**src/rtl/hilo_pkg.sv**
```systemverilog
// Shared definitions for the HI/LO multiply/divide unit: data width,
// opcodes, FSM state encoding and a magnitude helper.
package hilo_pkg;

    localparam int WIDTH      = 32;
    localparam int DIV_CYCLES = WIDTH;

    localparam logic [2:0] OP_MULT  = 3'd0;
    localparam logic [2:0] OP_MULTU = 3'd1;
    localparam logic [2:0] OP_DIV   = 3'd2;
    localparam logic [2:0] OP_DIVU  = 3'd3;
    localparam logic [2:0] OP_MTHI  = 3'd4;
    localparam logic [2:0] OP_MTLO  = 3'd5;

    typedef enum logic [1:0] {
        ST_IDLE = 2'd0,
        ST_MUL  = 2'd1,
        ST_DIV  = 2'd2,
        ST_FIX  = 2'd3
    } state_e;

    // Two's-complement magnitude when the operand is treated as signed.
    function automatic logic [WIDTH-1:0] abs_val(input logic [WIDTH-1:0] v, input logic sgn);
        return (sgn && v[WIDTH-1]) ? (~v + WIDTH'(1)) : v;
    endfunction

endpackage

```
**src/rtl/div_radix2_core.sv**
```systemverilog
// Unsigned restoring radix-2 divider: one quotient bit per step, done flags
// the cycle in which the final step is taken.
module div_radix2_core #(
    parameter int WIDTH      = 32,
    parameter int DIV_CYCLES = WIDTH
) (
    input  logic             clk,
    input  logic             rst,
    input  logic             load_i,
    input  logic             step_i,
    input  logic [WIDTH-1:0] dividend_i,
    input  logic [WIDTH-1:0] divisor_i,
    output logic [WIDTH-1:0] quot_o,
    output logic [WIDTH-1:0] rem_o,
    output logic             done_o
);
    localparam int CW = (DIV_CYCLES > 1) ? $clog2(DIV_CYCLES) : 1;

    logic [WIDTH-1:0] quot_q, rem_q, dvsr_q;
    logic [CW-1:0]    cnt_q;
    logic [WIDTH:0]   shifted, trial;

    // rem_q < divisor always holds, so bit WIDTH of the trial is a clean borrow.
    assign shifted = {rem_q, quot_q[WIDTH-1]};
    assign trial   = shifted - {1'b0, dvsr_q};

    always_ff @(posedge clk) begin
        if (rst) begin
            quot_q <= '0;
            rem_q  <= '0;
            dvsr_q <= '0;
            cnt_q  <= '0;
        end else if (load_i) begin
            quot_q <= dividend_i;
            rem_q  <= '0;
            dvsr_q <= divisor_i;
            cnt_q  <= '0;
        end else if (step_i) begin
            cnt_q <= cnt_q + CW'(1);
            if (!trial[WIDTH]) begin
                rem_q  <= trial[WIDTH-1:0];
                quot_q <= {quot_q[WIDTH-2:0], 1'b1};
            end else begin
                rem_q  <= shifted[WIDTH-1:0];
                quot_q <= {quot_q[WIDTH-2:0], 1'b0};
            end
        end
    end

    assign quot_o = quot_q;
    assign rem_o  = rem_q;
    assign done_o = (cnt_q == CW'(DIV_CYCLES - 1));

endmodule

```
**src/rtl/hilo_muldiv_unit.sv**
```systemverilog
// EX-stage HI/LO producer: MT*, single-cycle multiply and iterative divide,
// with a one-cycle commit strobe for the forwarding network.
module hilo_muldiv_unit
    import hilo_pkg::*;
(
    input  logic             clk,
    input  logic             rst,
    input  logic             start,
    input  logic [2:0]       op,
    input  logic [WIDTH-1:0] rs_val,
    input  logic [WIDTH-1:0] rt_val,
    input  logic             flush,
    output logic             busy,
    output logic [WIDTH-1:0] hi_o,
    output logic [WIDTH-1:0] lo_o,
    output logic             commit,
    output logic [WIDTH-1:0] commit_hi,
    output logic [WIDTH-1:0] commit_lo
);
    state_e           state_q;
    logic [WIDTH-1:0] hi_q, lo_q, a_q, b_q;
    logic             mul_sgn_q, q_neg_q, r_neg_q, dz_q, commit_q;

    logic             op_is_div, div_sgn, div_load, div_step, div_done;
    logic [WIDTH-1:0] div_quot, div_rem, quot_s, rem_s;
    logic [2*WIDTH-1:0] ext_a, ext_b, prod;

    assign op_is_div = (op == OP_DIV) || (op == OP_DIVU);
    assign div_sgn   = (op == OP_DIV);
    assign div_load  = (state_q == ST_IDLE) && start && !flush && op_is_div;
    assign div_step  = (state_q == ST_DIV) && !flush;

    div_radix2_core #(
        .WIDTH      (WIDTH),
        .DIV_CYCLES (DIV_CYCLES)
    ) u_div (
        .clk        (clk),
        .rst        (rst),
        .load_i     (div_load),
        .step_i     (div_step),
        .dividend_i (abs_val(rs_val, div_sgn)),
        .divisor_i  (abs_val(rt_val, div_sgn)),
        .quot_o     (div_quot),
        .rem_o      (div_rem),
        .done_o     (div_done)
    );

    // Sign/zero extension to 2W bits makes one multiplier serve MULT and MULTU.
    assign ext_a  = {{WIDTH{mul_sgn_q & a_q[WIDTH-1]}}, a_q};
    assign ext_b  = {{WIDTH{mul_sgn_q & b_q[WIDTH-1]}}, b_q};
    assign prod   = ext_a * ext_b;

    assign quot_s = q_neg_q ? -div_quot : div_quot;
    assign rem_s  = r_neg_q ? -div_rem  : div_rem;

    always_ff @(posedge clk) begin
        if (rst) begin
            state_q   <= ST_IDLE;
            hi_q      <= '0;
            lo_q      <= '0;
            a_q       <= '0;
            b_q       <= '0;
            mul_sgn_q <= 1'b0;
            q_neg_q   <= 1'b0;
            r_neg_q   <= 1'b0;
            dz_q      <= 1'b0;
            commit_q  <= 1'b0;
        end else begin
            commit_q <= 1'b0;
            if (flush) begin
                state_q <= ST_IDLE;
            end else begin
                unique case (state_q)
                    ST_IDLE: begin
                        if (start) begin
                            case (op)
                                OP_MTHI: begin
                                    hi_q     <= rs_val;
                                    commit_q <= 1'b1;
                                end
                                OP_MTLO: begin
                                    lo_q     <= rs_val;
                                    commit_q <= 1'b1;
                                end
                                OP_MULT, OP_MULTU: begin
                                    a_q       <= rs_val;
                                    b_q       <= rt_val;
                                    mul_sgn_q <= (op == OP_MULT);
                                    state_q   <= ST_MUL;
                                end
                                OP_DIV, OP_DIVU: begin
                                    a_q     <= rs_val;
                                    dz_q    <= (rt_val == '0);
                                    q_neg_q <= div_sgn & (rs_val[WIDTH-1] ^ rt_val[WIDTH-1]);
                                    r_neg_q <= div_sgn & rs_val[WIDTH-1];
                                    state_q <= ST_DIV;
                                end
                                default: ;
                            endcase
                        end
                    end
                    ST_MUL: begin
                        hi_q     <= prod[2*WIDTH-1:WIDTH];
                        lo_q     <= prod[WIDTH-1:0];
                        commit_q <= 1'b1;
                        state_q  <= ST_IDLE;
                    end
                    ST_DIV: begin
                        if (div_done) state_q <= ST_FIX;
                    end
                    ST_FIX: begin
                        // Divide-by-zero keeps the architected result: all-ones quotient, dividend as remainder.
                        hi_q     <= dz_q ? a_q : rem_s;
                        lo_q     <= dz_q ? '1  : quot_s;
                        commit_q <= 1'b1;
                        state_q  <= ST_IDLE;
                    end
                    default: state_q <= ST_IDLE;
                endcase
            end
        end
    end

    assign busy      = (state_q != ST_IDLE);
    assign hi_o      = hi_q;
    assign lo_o      = lo_q;
    assign commit    = commit_q;
    assign commit_hi = hi_q;
    assign commit_lo = lo_q;

endmodule
```
**config.mk**
```make
export PLATFORM = sky130hd
export DESIGN_NAME = hilo_muldiv_unit
export DESIGN_NICKNAME = d
export VERILOG_FILES = /design/src/rtl/hilo_pkg.sv /design/src/rtl/div_radix2_core.sv /design/src/rtl/hilo_muldiv_unit.sv
export SDC_FILE = /design/constraint.sdc
export NUM_CORES = 2
export LEC_CHECK = 0
export BUFFER_PORTS_ARGS = -buffer_cell sky130_fd_sc_hd__clkbuf_2
export CAP_MARGIN = 20
export CORE_ASPECT_RATIO = 2
export CORE_MARGIN = 4
export CORE_UTILIZATION = 50
export CTS_CLUSTER_DIAMETER = 50
export DETAILED_ROUTE_END_ITERATION = 8
export PLACE_DENSITY = 0.67
export SYNTH_ARGS = -nofsm -noshare
export SYNTH_HDL_FRONTEND = slang
export SYNTH_SLANG_ARGS = --single-unit
```
**constraint.sdc**
```tcl
create_clock -name clk -period 13.16 [get_ports clk]
set_input_delay 0.658 -clock clk [delete_from_list [all_inputs] [get_ports clk]]
set_output_delay 0.658 -clock clk [all_outputs]
set_load 0.01 [all_outputs]
```
# Yosys cells after proc, flatten, opt, wreduce, memory -nomap -nowiden
# Cells that the tools add are included.
# word_totals
word_cells	93
out_inout_bits	130
ff_bits	236
in_bits	71
# op_classes
n_mul	1
mux	23
addsub	6
n_eq_ne	14
reduce_logical	27
n_bitwise	8
# ops
operator	n
$mux 32	13
$pmux 32 s3	2
$add 32x1->32 const B	2
$mul 33x33->64	1
$neg 32->32	2
$not 32->32	2
$sub 33x32->33	1
$logic_not 32->1	1
$reduce_and 4->1	5
$reduce_or 2->1	6
$eq 3x2->1 const B	2
$eq 3x3->1 const B	2
$logic_and 1x1->1	6
$pmux 2 s3	1
$add 5x1->5 const B	1
$eq 5x5->1 const B	1
$and 1x1->1	4
$eq 2x2->1 const B	2
$mux 2	2
$ne 2x1->1 const B	2
$ne 2x2->1 const B	2
$pmux 2 s2	1
$reduce_bool 2->1	2
$reduce_or 4->1	1
other kinds (13)	15

# Longest topological paths before layout
# depth
word_depth	5
ltp_mapped	32
mapped_depth_nobuf	29

# Modules after synthesis
# Synthesis repeated with hierarchy kept, for this count alone.
# unflattened
cells_unflattened	6259
hier_area_um2	53189.8
# modules_own_cells
mod	cells_each	instances	area_each_um2	seq_area_each_um2
hilo_muldiv_unit	5531	1	47302.9	2702.6
div_radix2_core	728	1	5886.9	2021.9

# Worst setup path after synthesis
# No wires, ideal clock.
# synth_timing
path_type	register to register
start	register a_q[31]
end	register hi_q[25] (netlist: commit_hi[25])
setup_ns	0.132
stages_incl_launch_ff	28
path_buffers	3
slack_ns	5.143
synth_period_minus_slack_ns	8.017
arrival_ns	7.885
required_ns	13.028
cell_sequence	dfxtp_1 -> clkbuf_1 -> clkbuf_1 -> and3_1 -> fa_1 -> fa_1 -> fa_1 -> inv_1 -> fa_1 -> inv_1 -> fa_1 -> fa_1 -> fa_1 -> inv_1 -> fa_1 -> inv_1 -> ha_1 -> clkbuf_1 -> and4_1 -> a221oi_1 -> o221ai_1 -> and3_1 -> nor4b_1 -> o31a_1 -> o21bai_1 -> xor2_1 -> a2111oi_0 -> nor3_1
# synth_via
elab_chain_len	3
# synth_lines
element	line	source
start, declared	hilo_muldiv_unit.sv:21	logic [WIDTH-1:0] hi_q, lo_q, a_q, b_q;
start signal, assigned	hilo_muldiv_unit.sv:86	a_q <= rs_val;
start signal, assigned	hilo_muldiv_unit.sv:92	a_q <= rs_val;
$and 1x1->1	hilo_muldiv_unit.sv:49	assign ext_a = {{WIDTH{mul_sgn_q & a_q[WIDTH-1]}}, a_q};
$mul 33x33->64 (*)	hilo_muldiv_unit.sv:51	assign prod = ext_a * ext_b;
$pmux 32 s3 (*)	hilo_muldiv_unit.sv:73	unique case (state_q)
end signal, assigned	hilo_muldiv_unit.sv:78	hi_q <= rs_val;
end signal, assigned	hilo_muldiv_unit.sv:103	hi_q <= prod[2*WIDTH-1:WIDTH];
end signal, assigned	hilo_muldiv_unit.sv:113	hi_q <= dz_q ? a_q : rem_s;
end, declared	hilo_muldiv_unit.sv:21	
# Every way passes the cells marked *; elsewhere a longest branch is shown, timed or not.
# A chain may end at the register's enable or synchronous reset.

# Worst setup path in the final report
# layout_timing
start	register b_q[24]
end	register hi_q[31] (netlist: commit_hi[31])
# layout_via
elab_chain_len	2
# layout_lines
element	line	source
start, declared	hilo_muldiv_unit.sv:21	
start signal, assigned	hilo_muldiv_unit.sv:87	b_q <= rt_val;
$mul 33x33->64	hilo_muldiv_unit.sv:51	
$pmux 32 s3	hilo_muldiv_unit.sv:73	
# No other way between the ends.

==> flow_metrics.env <==
export IMPL_grt_pass1_wl_um=267000
export IMPL_io_pins=201
export IMPL_insertion_delay_ns=0.55
export IMPL_viasPerCell=5.81
export IMPL_criticalPathCategory="reg -> reg"
export IMPL_vias=42873
export IMPL_netlist_area_mm2=0.0528
export IMPL_grt_use_total=0.314
export IMPL_synth_edf_count=0
export IMPL_ys_types=84
export IMPL_postSynthCellCount=6168
export IMPL_hold_violations=0
export IMPL_cts_tree="built"
export IMPL_skew_ns=0.0216
export IMPL_first_pass_iters=5
export IMPL_area_growth_pct=4.01
export IMPL_yosys_warnings=0
export IMPL_avgSynthCellArea_um2=8.56
export IMPL_r2r_start="b_q[24]"
export IMPL_fin_cells=7381
export IMPL_ys_async_sr_fraction=0
export IMPL_place_gp_congestion=0.982
export IMPL_overflow=0
export IMPL_ff2ff_setup_slack_ns=4.15
export IMPL_cpPeakStageDelay_ns=1.06
export IMPL_tightest_slew_ns=1.12
export IMPL_cpMostUsedCell="fa_1"
export IMPL_ff2ff_path_depth=27
export IMPL_drtIter0Drc=2625
export IMPL_post_cts_setup_buffer_count=0
export IMPL_ctsHoldBuffers=0
export IMPL_dieArea_mm2=0.111
export IMPL_synth_seq_cells=236
export IMPL_min_to="b_q[21]"
export IMPL_worstHoldStart="rt_val[21]"
export IMPL_ant_nets=0
export IMPL_port_buffers=200
export IMPL_grt_max_degree=95
export IMPL_die_w_um=238
export IMPL_fmax_mhz=111
export IMPL_cap_violations=0
export IMPL_syn_nets=7615
export IMPL_rsz0062_at_grt="no"
export IMPL_drc=0
export IMPL_final_cell_mix="1179 x inv_1, 1126 x fa_1, 1032 x nand2_1"
export IMPL_hold_depth=3
export IMPL_dpl_hpwl_um=137000
export IMPL_powerDensity_mw_per_mm2=36.3
export IMPL_ir_worst_vdd_mv=0.117
export IMPL_worstPathArrival_ns=9.42
export IMPL_dp_cells=7341
export IMPL_setup_violations_final=0
export IMPL_layout_commonest_cell="inv_1"
export IMPL_synth_top_area_frac=0.427
export IMPL_drt_total_wl_um=173000
export IMPL_status="finished clean"
export IMPL_synth_area_leaders="fa_1 43%, dfxtp_1 9.0%, inv_1 8.4%"
export IMPL_period_needed_ns=9.01
export IMPL_required_ns=13.56
export IMPL_power_leakage_nw=25.8
export IMPL_cts_sinks=236
export IMPL_hp_class="in -> reg"
export IMPL_drive_above_1_share=0.0656
export IMPL_cp_start_kind="flop"
export IMPL_cp_max_fo=34
export IMPL_slew_headroom=0.253
export IMPL_worst_path_max_delay_cell="dfxtp_2"
export IMPL_fp_row_count=168
export IMPL_antenna_found_initial=4
export IMPL_drv_slew=0
export IMPL_path_clk_slew_ns=0.08
export IMPL_coreArea_mm2=0.105
export IMPL_ys_flop_type="dfxtp_1"
export IMPL_htreeDepth=1
export IMPL_final_nets=7451
export IMPL_ctsResizeCount=0
export IMPL_cts_buffer_depth=3
export IMPL_wl_per_cell_um=23.4
export IMPL_seq_area_frac_synth=0.0895
export IMPL_cp_end_kind="flop"
export IMPL_fin_crit_sh=0.685
export IMPL_tns_ns=0
export IMPL_numCtsBuffers=20
export IMPL_cts_root_buf="clkbuf_16"
export IMPL_yosys_area_top_type="fa_1"
export IMPL_r2r_end="commit_hi[31]"
export IMPL_die_h_um=468
export IMPL_first_global_vias=47104
export IMPL_initial_utilization=0.503
-- kinds of logic (layout without fill, tap and decap cells) --
family          after synthesis  in the layout  share of synthesized area
fa+ha+maj                  1376           1376                      0.486
other cells                   0              4                          0
mux                          32             32                    0.00614
flops                       236            236                     0.0895
buf+inv                    1647           1496                      0.122
xor+xnor                    213            213                     0.0353
compound gates              799            799                     0.0972
simple gates               1865           1865                      0.163
-- worst max-delay path: cells and delay by family (launching register included) --
kind                     cells  cell delay [ns]
flip-flops                   1             1.06
AO/OA/AOI/OAI                5             1.40
AND/OR/NAND/NOR              5             1.21
adder cells (fa/ha/maj)      9             4.51
multiplexers                 1             0.25
buffers and inverters        7             0.39
-- metrics by stage --
step	utilization	worst slack, ns	instance area [µm²]	power [W]	hold WS (ns)
CTS	0.523	4.22	54900	0.00199	0.376
global placement	0.516	4.32	54100	0.00128	0.441
detailed placement	0.516	4.19	54100	0.00129	0.444
finish	0.523	4.15	54900	0.00199	0.393
floorplan	-	5.14	52800	0.00110	0.432
global route	0.523	3.62	54900	0.00205	0.413
-- cell usage after synthesis, types with 33 or more instances --
cell,number
nand3_1,42
inv_1,1179
xor2_1,85
nor2_1,192
dfxtp_1,236
xnor2_1,128
clkbuf_1,385
a211oi_1,63
o31ai_1,39
ha_1,250
and2_1,354
a21o_1,45
nor3_1,40
nand2_1,1034
buf_4,66
and3_1,33
fa_1,1126
o21ai_0,142
a21oi_1,259
o211ai_1,43
-- flip-flops by register name, indices dropped and copies added, names as in the netlist --
| register | flops |
|---|---|
| a_q | 32 |
| b_q | 32 |
| commit_hi | 32 |
| commit_lo | 32 |
| u_div.dvsr_q | 32 |
| u_div.quot_o | 32 |
| u_div.rem_o | 32 |
| u_div.cnt_q | 5 |
| state_q | 2 |
| commit | 1 |
| dz_q | 1 |
| mul_sgn_q | 1 |
| q_neg_q | 1 |
| r_neg_q | 1 |
-- power breakdown --
group	internal (W)	switching, W	total [W]	leakage (nW)
registers	0.000732	0.0000377	0.000770	1.92
clock network	0.000396	0.000312	0.000707	0.361
logic	0.000171	0.000343	0.000514	23.6
-- worst max path at each step --
stage,slack (ns),start,end
after detailed placement,4.19,a_q[31],commit_hi[25]
final,4.15,b_q[24],commit_hi[31]
after floorplan,5.14,a_q[31],commit_hi[25]
after global placement,4.32,a_q[31],commit_hi[25]
after global routing,3.62,a_q[31],commit_hi[25]
after CTS,4.22,a_q[31],commit_hi[25]
-- layer usage --
metal,GRT usage,up-vias,part of all wire
met4,0.235,2,0.094
met2,0.575,1959,0.52
met3,0.0371,746,0.061
met1,0.325,21764,0.32
met5,0,-,0.000069
li1,-,18402,-
-- cell type report --
class	instances	area [µm²]
Fill cell	9905	50000
Clock buffer	28	592
Multi-Input combinational cell	4285	41600
Timing Repair Buffer	280	1620
Antenna cell	4	10.0
Sequential cell	236	4760
Clock inverter	7	143
Inverter	1181	4430
Tap cell	1360	1700
Power figures use the tool's default switching activity.
